`src/rtl/spi_bus_arbiter.sv`:
```
// spi_bus_arbiter
// Shares one SCLK/MOSI pair between the SPI memory engine (requester 0, "mem")
// and the SPI peripheral engine (requester 1, "per"). Explicit req/gnt
// handshake, fixed mem priority with a starvation guard for per, a forced
// turnaround gap after every release and a hold-timeout watchdog.
// Chip selects are not routed here; each engine keeps its own.
//
// state    | meaning
// ---------+------------------------------------------------------------
// IDLE     | no owner, arbitrate eligible requests this cycle
// GNT_MEM  | mem owns SCLK/MOSI until mem_req drops or the watchdog fires
// GNT_PER  | per owns SCLK/MOSI until per_req drops or the watchdog fires
// TURN     | bus parked at CPOL/0 for TURN_CYCLES cycles between owners

module spi_bus_arbiter #(
   parameter int   TURN_CYCLES  = 2,     // 1..15
   parameter int   MAX_STREAK   = 4,     // 1..15
   parameter int   HOLD_TIMEOUT = 4096,  // 0 disables the watchdog
   parameter logic CPOL         = 1'b0
) (
   input  logic       clk,
   input  logic       reset,
   input  logic       mem_req,
   output logic       mem_gnt,
   input  logic       mem_sclk,
   input  logic       mem_mosi,
   input  logic       per_req,
   output logic       per_gnt,
   input  logic       per_sclk,
   input  logic       per_mosi,
   output logic       spi_sclk,
   output logic       spi_mosi,
   output logic [1:0] bus_owner,
   output logic       timeout_err,
   input  logic       err_clr
);

   localparam logic [3:0]  TURN_LAST  = 4'(TURN_CYCLES - 1);
   localparam logic [3:0]  STREAK_MAX = 4'(MAX_STREAK);
   localparam bit          HOLD_EN    = (HOLD_TIMEOUT != 0);
   // With the watchdog disabled the compare value is never used; keep it
   // at all-ones so the expression stays well defined.
   localparam logic [15:0] HOLD_LAST  = HOLD_EN ? 16'(HOLD_TIMEOUT - 1) : 16'hFFFF;

   typedef enum logic [1:0] {
      ST_IDLE    = 2'd0,
      ST_GNT_MEM = 2'd1,
      ST_GNT_PER = 2'd2,
      ST_TURN    = 2'd3
   } state_t;

   state_t      state_q, state_d;
   logic [3:0]  turn_q, turn_d;
   logic [15:0] hold_q, hold_d;
   logic [3:0]  streak_q, streak_d;
   logic        lock_mem_q, lock_mem_d;
   logic        lock_per_q, lock_per_d;
   logic        err_q, err_d;
   logic        mem_gnt_q, per_gnt_q;
   logic [1:0]  owner_q;

   logic        mem_elig;
   logic        per_elig;
   logic        owner_req;
   logic        hold_hit;
   logic        timeout_fire;

   // Eligibility, current owner's request and watchdog terminal compare.
   always_comb begin
      mem_elig  = mem_req & ~lock_mem_q;
      per_elig  = per_req & ~lock_per_q;
      owner_req = (state_q == ST_GNT_MEM) ? mem_req : per_req;
      hold_hit  = HOLD_EN && (hold_q == HOLD_LAST);
   end

   // Next-state, counters, lockout flags and sticky error.
   always_comb begin
      state_d      = state_q;
      turn_d       = turn_q;
      hold_d       = hold_q;
      streak_d     = streak_q;
      lock_mem_d   = lock_mem_q;
      lock_per_d   = lock_per_q;
      err_d        = err_q;
      timeout_fire = 1'b0;

      case (state_q)
         ST_IDLE: begin
            // mem wins ties unless per has already waited out MAX_STREAK
            // back-to-back mem grants.
            if (mem_elig && !(per_elig && (streak_q == STREAK_MAX))) begin
               state_d = ST_GNT_MEM;
               hold_d  = '0;
               if (per_req) begin
                  streak_d = (streak_q == STREAK_MAX) ? streak_q : streak_q + 4'd1;
               end else begin
                  streak_d = '0;
               end
            end else if (per_elig) begin
               state_d  = ST_GNT_PER;
               hold_d   = '0;
               streak_d = '0;
            end
         end

         ST_GNT_MEM, ST_GNT_PER: begin
            // A request drop in the same cycle as the watchdog hit is a
            // clean release: no error, no lockout.
            if (!owner_req) begin
               state_d = ST_TURN;
               turn_d  = TURN_LAST;
            end else if (hold_hit) begin
               state_d      = ST_TURN;
               turn_d       = TURN_LAST;
               timeout_fire = 1'b1;
            end else begin
               hold_d = (hold_q == 16'hFFFF) ? hold_q : hold_q + 16'd1;
            end
         end

         ST_TURN: begin
            if (turn_q == 4'd0) begin
               state_d = ST_IDLE;
            end else begin
               turn_d = turn_q - 4'd1;
            end
         end

         default: begin
            state_d = ST_IDLE;
         end
      endcase

      // A locked-out requester is released once it lets go of req.
      if (!mem_req) begin
         lock_mem_d = 1'b0;
      end
      if (!per_req) begin
         lock_per_d = 1'b0;
      end
      if (timeout_fire && (state_q == ST_GNT_MEM)) begin
         lock_mem_d = 1'b1;
      end
      if (timeout_fire && (state_q == ST_GNT_PER)) begin
         lock_per_d = 1'b1;
      end

      // Set has priority over clear.
      if (err_clr) begin
         err_d = 1'b0;
      end
      if (timeout_fire) begin
         err_d = 1'b1;
      end
   end

   // State, counters and flags; reset drops any grant without a turnaround.
   always_ff @(posedge clk) begin
      if (reset) begin
         state_q    <= ST_IDLE;
         turn_q     <= '0;
         hold_q     <= '0;
         streak_q   <= '0;
         lock_mem_q <= 1'b0;
         lock_per_q <= 1'b0;
         err_q      <= 1'b0;
      end else begin
         state_q    <= state_d;
         turn_q     <= turn_d;
         hold_q     <= hold_d;
         streak_q   <= streak_d;
         lock_mem_q <= lock_mem_d;
         lock_per_q <= lock_per_d;
         err_q      <= err_d;
      end
   end

   // Registered grant/owner outputs decoded from the next state so they
   // line up with state_q cycle for cycle.
   always_ff @(posedge clk) begin
      if (reset) begin
         mem_gnt_q <= 1'b0;
         per_gnt_q <= 1'b0;
         owner_q   <= 2'b00;
      end else begin
         mem_gnt_q <= (state_d == ST_GNT_MEM);
         per_gnt_q <= (state_d == ST_GNT_PER);
         case (state_d)
            ST_GNT_MEM: owner_q <= 2'b01;
            ST_GNT_PER: owner_q <= 2'b10;
            default:    owner_q <= 2'b00;
         endcase
      end
   end

   // Zero-latency bus mux; parked at CPOL/0 whenever nobody owns the bus.
   always_comb begin
      spi_sclk = CPOL;
      spi_mosi = 1'b0;
      case (state_q)
         ST_GNT_MEM: begin
            spi_sclk = mem_sclk;
            spi_mosi = mem_mosi;
         end
         ST_GNT_PER: begin
            spi_sclk = per_sclk;
            spi_mosi = per_mosi;
         end
         default: begin
            spi_sclk = CPOL;
            spi_mosi = 1'b0;
         end
      endcase
   end

   assign mem_gnt     = mem_gnt_q;
   assign per_gnt     = per_gnt_q;
   assign bus_owner   = owner_q;
   assign timeout_err = err_q;

endmodule
```
`config.mk`:
```
export PLATFORM = sky130hd
export DESIGN_NAME = spi_bus_arbiter
export DESIGN_NICKNAME = d
export VERILOG_FILES = /design/src/rtl/spi_bus_arbiter.sv
export SDC_FILE = /design/constraint.sdc
export NUM_CORES = 1
export LEC_CHECK = 0
export ABC_AREA = 1
export CAP_MARGIN = 20
export CORE_UTILIZATION = 35
export DETAILED_ROUTE_END_ITERATION = 8
export MAX_ROUTING_LAYER = met4
export PLACE_DENSITY = 0.56
export SLEW_MARGIN = 20
export SYNTH_ARGS = -nofsm -noshare
export SYNTH_HDL_FRONTEND = slang
export SYNTH_SLANG_ARGS = --single-unit
export TNS_END_PERCENT = 30
```
`constraint.sdc`:
```
create_clock -name clk -period 5.4 [get_ports clk]
set_input_delay 0.81 -clock clk [delete_from_list [all_inputs] [get_ports clk]]
set_output_delay 0.81 -clock clk [all_outputs]
set_load 0.01 [all_outputs]
```
[Word level (Yosys, flattened, before mapping)]
Index checks and enable logic that the tools add are counted.
Cells by class
  multiplexer cells: 33
  eq/ne operators: 17
  reduce and logical (&&, ||, !) cells: 15
  add/subtract/negate cells: 3
  bitwise gates (word level): 4
Operator list (count)
  16-bit two-way mux: 5
  16-bit one-hot mux with 2 select lines: 1
  4-bit two-way mux: 7
  16-bit by 1-bit adder with 16-bit output (second input constant): 1
  16-bit by 12-bit == test with 1-bit output (second input constant): 1
  16-bit == test (second input constant): 1
  1-bit two-way mux: 10
  2-bit two-way mux: 5
  3-bit inequality test (second input constant): 3
  2-bit inequality test (second input constant): 4
  4-bit one-hot mux with 2 select lines: 1
  2-bit nonzero test: 4
  2-bit == test (second input constant): 3
  2-bit one-hot mux with 3 select lines: 1
  3-bit AND reduction: 2
  5-bit AND reduction: 1
  4-bit by 1-bit adder with 4-bit output (second input constant): 1
  2-bit by 1-bit == test with 1-bit output (second input constant): 2
  4-bit by 3-bit == test with 1-bit output (second input constant): 1
  1-bit logical AND: 4
  4-bit logical NOT: 1
  2-bit by 1-bit inequality test with 1-bit output (second input constant): 2
  1-bit one-hot mux with 2 select lines: 2
  2-bit one-hot mux with 2 select lines: 1
  6 further kinds: 8
Storage, ports and cells
  flip-flop bits (word level): 33
  logic and storage cells: 82

[Depth between registers and ports, before layout]
Gate-level depths: netlist of the first run.
  depth in word-level cells: 9
  mapped depth: 13

[Worst setup path before layout of the first run]
OpenSTA, ideal clock, no wires.
  kind: reg-to-output
  start: register state_q[1]
  end: output port spi_mosi
  stages on the path, launching flop included: 7
  buffers on the path: 2
  setup slack: 3110 ps
  data arrival time: 1480 ps
  cell sequence: dfxtp_1 -> inv_1 -> ha_1 -> buf_2 -> clkinv_1 -> clkbuf_1 -> a21oi_1
Between the ends
  cells in the longest elaborated chain, start to end: 2
RTL lines
  start: declaration: RTL line 52  | state_t state_q, state_d;
  start signal: assignment: RTL line 168  | state_q <= state_d;
  2-bit == test / 2-bit by 1-bit == test with 1-bit output (equally long branches): RTL line 200  | case (state_q)
  1-bit one-hot mux with 2 select lines *: RTL line 200
  end: declaration: RTL line 32  | output logic spi_mosi,
Mark *: on every way between the ends. The rest lies on a longest branch, timed or not.

[Final worst setup path of the first run]
  start: register state_q[1]
  end: output port spi_sclk
Between the ends
  cells in the longest elaborated chain, start to end: 2
RTL lines
  2-bit == test / 2-bit by 1-bit == test with 1-bit output (equally long branches): RTL line 200
  1-bit one-hot mux with 2 select lines *: RTL line 200
  end: declaration: RTL line 31  | output logic spi_sclk,
Marked as above.

==> metrics.log, run 1 <==
[metrics] overall via count from detail_route: 2038
[metrics] wire length of the first global-routing pass: 8340 µm
[metrics] most instantiated library cell after synthesis: sky130_fd_sc_hd__nand2_1
[metrics] layout-stage area growth over the synthesis result: 12.6%
[metrics] Worst Setup Path Type: flip-flop to output port
[metrics] width of the die: 78.7 µm
[metrics] power per standard cell area: 451 nW/µm²
[metrics] Yosys reg bits: 31
[metrics] # diodes: 0
[metrics] number of buffers on the longest clock path: 2
[metrics] Clock Skew: 0.00906 ns
[metrics] TritonRoute pass-1 iters: 4
[metrics] maximum resistive drop on vdd: 220 µV
[metrics] total nets after synthesis: 351
[metrics] clock period minus final worst setup slack: 3.44 ns
[metrics] biggest fanout along the worst timing path: 17
[metrics] clock latency at the later pin of the worst-skew pair: 0.29 ns
[metrics] effective utilization at floorplan: 37.0%
[metrics] placer's final routability congestion estimate: 0.867
[metrics] final setup fails: 0
[metrics] FFs w/ async S/R, synth: 0%
[metrics] fraction of layout cells with a size suffix above 1: 6.09%
[metrics] RSZ-0062 raised after global routing: false
[metrics] count of nets left with antenna violations after detail routing: 0
[metrics] Peak Freq: 0.290 GHz
[metrics] register clock-pin slew on the reported worst setup and hold paths: 0.07 ns
[metrics] slew at the pin closest to its max-slew limit: 0.962 ns
[metrics] Synth Area per Inst: 6.17 µm²
[metrics] pin count of the biggest net entering global routing: 22
[metrics] yosys warns: 0
[metrics] DRC Markers: 0
[metrics] hold violation count in the final report: 0
[metrics] die outline height: 78.7 µm
[metrics] count of buffers from port buffering: 15
[metrics] post-detail-place hpwl: 3480 µm
[metrics] EDFF count, synth: 0
[metrics] post-route setup TNS: 0 ns
[metrics] area used by multi-input combinational logic: 1210 µm²
[metrics] filler cell count in the final layout: 611
[metrics] run status: complete, no violations
[metrics] worst hold path type: flip-flop to flip-flop
[metrics] nature of the critical path endpoint: output port
[metrics] post-synth design cell area: 2060 µm²
[metrics] most instantiated cells after synthesis: sky130_fd_sc_hd__nand2_1, sky130_fd_sc_hd__nor2_1, sky130_fd_sc_hd__inv_1
[metrics] nets@finish: 362
[metrics] Reg area: 621 µm²
[metrics] number of different library cells in the post-synthesis netlist: 27
[metrics] family with the most delay on the worst path: buffers and inverters
[metrics] synth top area cells: sky130_fd_sc_hd__dfxtp_1, sky130_fd_sc_hd__nand2_1, sky130_fd_sc_hd__nor2_1
[metrics] Final period util: 63.8%
[metrics] post-detailed-routing wire length: 4880 µm
[metrics] root cell of the clock tree: sky130_fd_sc_hd__clkbuf_8
[metrics] number of global-route vias before repair: 1852
[metrics] number of cells in the design after placement: 410
[metrics] critical path arrival: 2.63 ns
[metrics] proportion of netlist area held by the largest area contributor: 30.1%
[metrics] H-Tree Level Count: 2
[metrics] Final Max Tran Viols: 0
[metrics] startpoint type of the worst setup path: flip-flop
[metrics] most common flop cell mapped by yosys: sky130_fd_sc_hd__dfxtp_1
[metrics] placeable core region: 5570 µm²
[metrics] number of standard-cell rows in the floorplan: 27
[metrics] cell type contributing the most total cell area after synthesis: sky130_fd_sc_hd__dfxtp_1
[metrics] initial detailed-routing violation count: 77
[metrics] Syn Inst Count: 334
[metrics] final cell count without fillers: 417
[metrics] PostCTS Resize Cnt: 0
[metrics] required time of the worst setup path: 4.59 ns
[metrics] Hold Buf Count CTS: 0
[metrics] Critical-path top delay cell: sky130_fd_sc_hd__clkdlybuf4s50_1
[metrics] total cell area at the placement stage: 2230 µm²
[metrics] clock sink count: 31
[metrics] Critical Path, Cell by Cell: inv_1 -> ha_1 -> clkinv_1 -> a21oi_1 -> clkdlybuf4s50_1
[metrics] count of pins on the block boundary: 16
[metrics] total global-route track usage: 17.6%
[metrics] TritonCTS clock tree: done
[metrics] leakage: 0.000929 µW
[metrics] post-route cell area: 2320 µm²
[metrics] Num CTS Buffers: 5
[metrics] max cap viols: 0
[metrics] total gr overflow: 0
[metrics] initial antenna violation count: 0
[metrics] post-CTS setup buffers: 0
[metrics] Total Die Area: 6200 µm²
[metrics] CP peak stage delay: 0.56 ns
[metrics] Max-Slew Margin vs Limit: 35.7%
[metrics] Finished Core Util: 41.6%
[metrics] sequential element share of the synthesized area: 30.1%
[metrics] slack of the critical path: 1.96 ns
[metrics] Setup Slack @ Placement: 2.27 ns
[metrics] wire per inst: 11.7 µm
[metrics] Vias/cell: 4.89
[metrics] buffer and inverter count on the worst path: 3
[registers in the layout, indices dropped and copies added, names as in the netlist]
signal and flops:
mem_gnt 1, timeout_err 1, turn_q 4, streak_q 4, lock_per_q 1, per_gnt 1
lock_mem_q 1, hold_q 16, state_q 2
[routing by layer]
layer,vias to the layer above,share of wire (%),GRT usage (%)
met5,-,0,-
met3,7,3.1,3.68
met4,0,1.5,6.85
met2,28,45,27.7
met1,911,50,22.0
li1,1092,-,-
[power by group]
part | switching, µW | internal [µW] | leakage (µW)
registers | 34.0 | 271 | 0.000253
clock network | 91.3 | 100 | 0.0000470
logic | 379 | 172 | 0.000629
[placed cells by master, fill, tap and decap left out, drive strengths merged]
| cell type | instances |
|---|---|
| nor3b | 1 |
| nand2 | 103 |
| clkinv | 2 |
| inv | 41 |
| a21oi | 26 |
| nor2 | 52 |
| nor3 | 7 |
| ha | 8 |
| xor2 | 3 |
| nor4 | 1 |
| nand4 | 17 |
| nand3 | 18 |
| o21bai | 2 |
| o21ai | 11 |
| clkdlybuf4s50 | 15 |
| clkbuf | 6 |
| and2 | 1 |
| dfxtp | 31 |
[worst reg2reg max path, cell delays in order, from the launching register on]
cell                       delay (ns)
sky130_fd_sc_hd__dfxtp_1         0.41
sky130_fd_sc_hd__inv_1           0.09
sky130_fd_sc_hd__ha_1            0.48
sky130_fd_sc_hd__clkinv_1        0.53
sky130_fd_sc_hd__nand2_1         0.18
sky130_fd_sc_hd__nand2_1         0.31
sky130_fd_sc_hd__nand3_2         0.43
sky130_fd_sc_hd__nand2_1         0.12
sky130_fd_sc_hd__a21oi_2         0.14
[cells by family after synthesis]
| logic type | share of synthesized area (%) |
|---|---|
| XOR/XNOR | 1.28 |
| flip-flops | 30.1 |
| adder cells (fa/ha/maj) | 4.86 |
| AND/OR/NAND/NOR | 42.5 |
| buffers and inverters | 11.0 |
| AO/OA/AOI/OAI | 10.3 |
[final cells by class]
class	instances	share of cell area, %
repair buffers	15	6.47
clock buffers	6	3.56
well taps	72	3.88
multi-input cells	250	52.3
clock inverters	1	0.216
flip-flops and latches	31	26.8
inverters	42	6.80
[path summary, 6_finish.rpt]
path	start	endpoint	slack [ns]	cells past startpoint
max	state_q[1]	spi_sclk	1.96	5
min	lock_mem_q	lock_mem_q	0.46	2
max reg2reg	state_q[1]	hold_q[9]	2.64	8
min reg2reg	lock_mem_q	lock_mem_q	0.46	2
[per-stage QoR]
step / hold WS (ns) / total power, µW
floorplan: 0.436 / 774
finish: 0.461 / 1050
global placement: 0.447 / 854
global route: 0.490 / 1150
detailed placement: 0.459 / 858
CTS: 0.466 / 1050
Power figures use the tool's default switching activity.
==> inputs of run 2 (changes only) <==
Clock period 5.4 ns to 3.2 ns, I/O delays scaled along.
==> run 2 against run 1 <==
Net effect: hold slack got worse by 0.0028 ns; largest power group unchanged; sequential share of layout area shrank 0.68 points; combinational power increased by 80%; highest routed layer unchanged.
==> metrics.log, run 2 (synthesis results as in run 1) <==
[metrics] Peak Freq: 0.374 GHz
[metrics] Worst Setup Path Type: flip-flop to output port
[metrics] nets@finish: 366 (+1.1%)
[metrics] number of cells in the design after placement: 414 (+0.98%)
[metrics] Regs by FF count: hold_q: 16 flops, streak_q: 4 flops, turn_q: 4 flops
[metrics] max cap viols: 0 (unchanged)
[metrics] part of the total power dissipated in the clock network: 21.6% (+3.3 points)
[metrics] nature of the critical path endpoint: output port
[metrics] total gr overflow: 0 (unchanged)
[metrics] post-CTS setup buffers: 0 (unchanged)
[metrics] routed metal-1 wire length: 2440 µm (-0.25%)
[metrics] internal power: 1040 µW (+91%)
[metrics] met3 wire length: 239 µm (+57%)
[metrics] TritonCTS clock tree: done
[metrics] effective utilization at floorplan: 37.0% (unchanged)
[metrics] number of buffers on the longest clock path: 2 (unchanged)
[metrics] total global-route track usage: 18.8% (+1.2 points)
[metrics] required time of the worst setup path: 2.72 ns (-1.87 ns)
[metrics] die outline height: 78.7 µm (unchanged)
[metrics] DR WL met2: 2370 µm (+7.3%)
[metrics] NetSw: 888 µW (+76%)
[metrics] Logic pwr share: 51.6% (-1.0 points)
[metrics] biggest fanout along the worst timing path: 8 (-9)
[metrics] TritonRoute pass-1 iters: 4 (unchanged)
[metrics] PostCTS Resize Cnt: 0 (unchanged)
[metrics] clock sink count: 31 (unchanged)
[metrics] wire length of the first global-routing pass: 8890 µm (+6.7%)
[metrics] count of pins on the block boundary: 16 (unchanged)
[metrics] worst hold path type: flip-flop to flip-flop
[metrics] Final period util: 83.4%
[metrics] fraction of layout cells with a size suffix above 1: 7.43% (+1.3 points)
[metrics] wire per inst: 12.2 µm (+4.1%)
[metrics] Final Max Tran Viols: 0 (unchanged)
[metrics] number of standard-cell rows in the floorplan: 27 (unchanged)
[metrics] startpoint type of the worst setup path: flip-flop
[metrics] RSZ-0062 raised after global routing: false
[metrics] Hold Buf Count CTS: 0 (unchanged)
[metrics] Finished Core Util: 42.7% (+1.1 points)
[metrics] number of global-route vias before repair: 1878 (+1.4%)
[metrics] Critical Path, Cell by Cell: inv_1 -> ha_1 -> clkinv_1 -> a21oi_1 -> clkdlybuf4s50_1
[metrics] clock latency at the later pin of the worst-skew pair: 0.29 ns (about the same)
[metrics] post-route cell area: 2380 µm² (+2.6%)
[metrics] width of the die: 78.7 µm (unchanged)
[metrics] pin count of the biggest net entering global routing: 22 (unchanged)
[metrics] post-detailed-routing wire length: 5130 µm (+5.3%)
[metrics] register with the highest flop count: hold_q
[metrics] initial antenna violation count: 0 (unchanged)
[metrics] placeable core region: 5570 µm² (unchanged)
[metrics] initial detailed-routing violation count: 128 (+66%)
[metrics] switching share of total power: 46.1% (-2.0 points)
[metrics] clock period minus final worst setup slack: 2.67 ns
[metrics] most common cell after layout, fill and taps aside: sky130_fd_sc_hd__nand2_1
[metrics] count of buffers from port buffering: 15 (unchanged)
[metrics] placer's final routability congestion estimate: 0.837 (-3.5%)
[metrics] final cell count without fillers: 422 (+1.2%)
[metrics] CP peak stage delay: 0.55 ns (about the same)
[metrics] root cell of the clock tree: sky130_fd_sc_hd__clkbuf_8
[metrics] Num CTS Buffers: 5 (unchanged)
[metrics] layout-stage area growth over the synthesis result: 15.5%
[metrics] leakage: 0.000961 µW (+3.5%)
[metrics] most used cells in the layout excluding fill and tap cells: sky130_fd_sc_hd__nand2_1, sky130_fd_sc_hd__nor2_1, sky130_fd_sc_hd__inv_1, sky130_fd_sc_hd__dfxtp_1, sky130_fd_sc_hd__a21oi_1
[metrics] post-route setup TNS: 0 ns (unchanged)
[metrics] Vias/cell: 4.99 (+2.1%)
[metrics] run status: complete, no violations
[metrics] total cell area at the placement stage: 2260 µm² (+1.3%)
[metrics] slew at the pin closest to its max-slew limit: 0.435 ns (-0.527 ns)
[metrics] Max-Slew Margin vs Limit: 71.0% (+35 points)
[metrics] overall via count from detail_route: 2105 (+3.3%)
[metrics] count of nets left with antenna violations after detail routing: 0 (unchanged)
[metrics] max reg flops: 16 (unchanged)
[metrics] Clock Skew: 0.00934 ns (+0.000279 ns)
[metrics] share of total power in sequential cells: 26.9% (-2.2 points)
[metrics] DRC Markers: 0 (unchanged)
[metrics] DR top layer: met4
[metrics] critical path arrival: 2.19 ns (-0.44 ns)
[metrics] post-detail-place hpwl: 3710 µm (+6.6%)
[metrics] Total Die Area: 6200 µm² (unchanged)
[metrics] hold violation count in the final report: 0 (unchanged)
[metrics] power per standard cell area: 809 nW/µm² (+79%)
[metrics] # diodes: 0 (unchanged)
[metrics] register clock-pin slew on the reported worst setup and hold paths: 0.07 ns (about the same)
[metrics] H-Tree Level Count: 2 (unchanged)
[metrics] maximum resistive drop on vdd: 340 µV (+54%)
[metrics] final setup fails: 0 (unchanged)
[metrics] Critical-path top delay cell: sky130_fd_sc_hd__clkdlybuf4s50_1
run 2: cell types whose count changed in the layout (fill, tap and decap cells not counted):
| cell | before | now |
|---|---|---|
| sky130_fd_sc_hd__buf_4 | 0 | 4 |
| sky130_fd_sc_hd__bufinv_16 | 0 | 1 |
run 2: path summary, 6_finish.rpt:
path / start / endpoint / slack [ns] / depth (start not counted)
worst max-delay path: state_q[1] / spi_sclk / 0.53 / 5
worst min-delay path: lock_mem_q / lock_mem_q / 0.46 / 2
worst max register to register: state_q[1] / turn_q[2] / 0.95 / 8
worst min register to register: lock_mem_q / lock_mem_q / 0.46 / 2
run 2: metrics by stage:
stage	total power, µW	hold WS (ns)	setup WS (ns)
3_5_place_dp	1510	0.448	0.725
2_1_floorplan	1310	0.436	1.24
4_1_cts	1930	0.458	0.494
5_1_grt	2100	0.469	0.339
6_report	1920	0.458	0.530
3_3_place_gp	1500	0.446	0.746
run 2: layout make-up:
type	count	area [µm²]
Inverter	42	158
Timing Repair Buffer	19	180
Clock buffer	6	82.6
Fill cell	613	3190
Multi-Input combinational cell	250	1210
Sequential cell	31	621
Tap cell	72	90.1
Clock inverter	2	35.0
run 2: layer usage:
layer  vias up  global-route usage (%)
met3        11                    3.45
met2        52                    29.3
li1       1094                       -
met4         0                    6.11
met1       948                    24.4
met5         -                       -
run 2: critical path, delay by kind of cell (launching register included):
family | cells | cell delay [ns]
adders and majority gates | 1 | 0.47
AOI/OAI and AO/OA | 1 | 0.15
DFF | 1 | 0.42
buffers and inverters | 3 | 0.86
run 2: power groups by stage:
stage	logic, µW	registers, µW	clock network (µW)
floorplan	791	515	0
global placement	976	522	0
detailed placement	986	526	0
CTS	990	518	426
global route	1130	529	441
finish	993	517	415
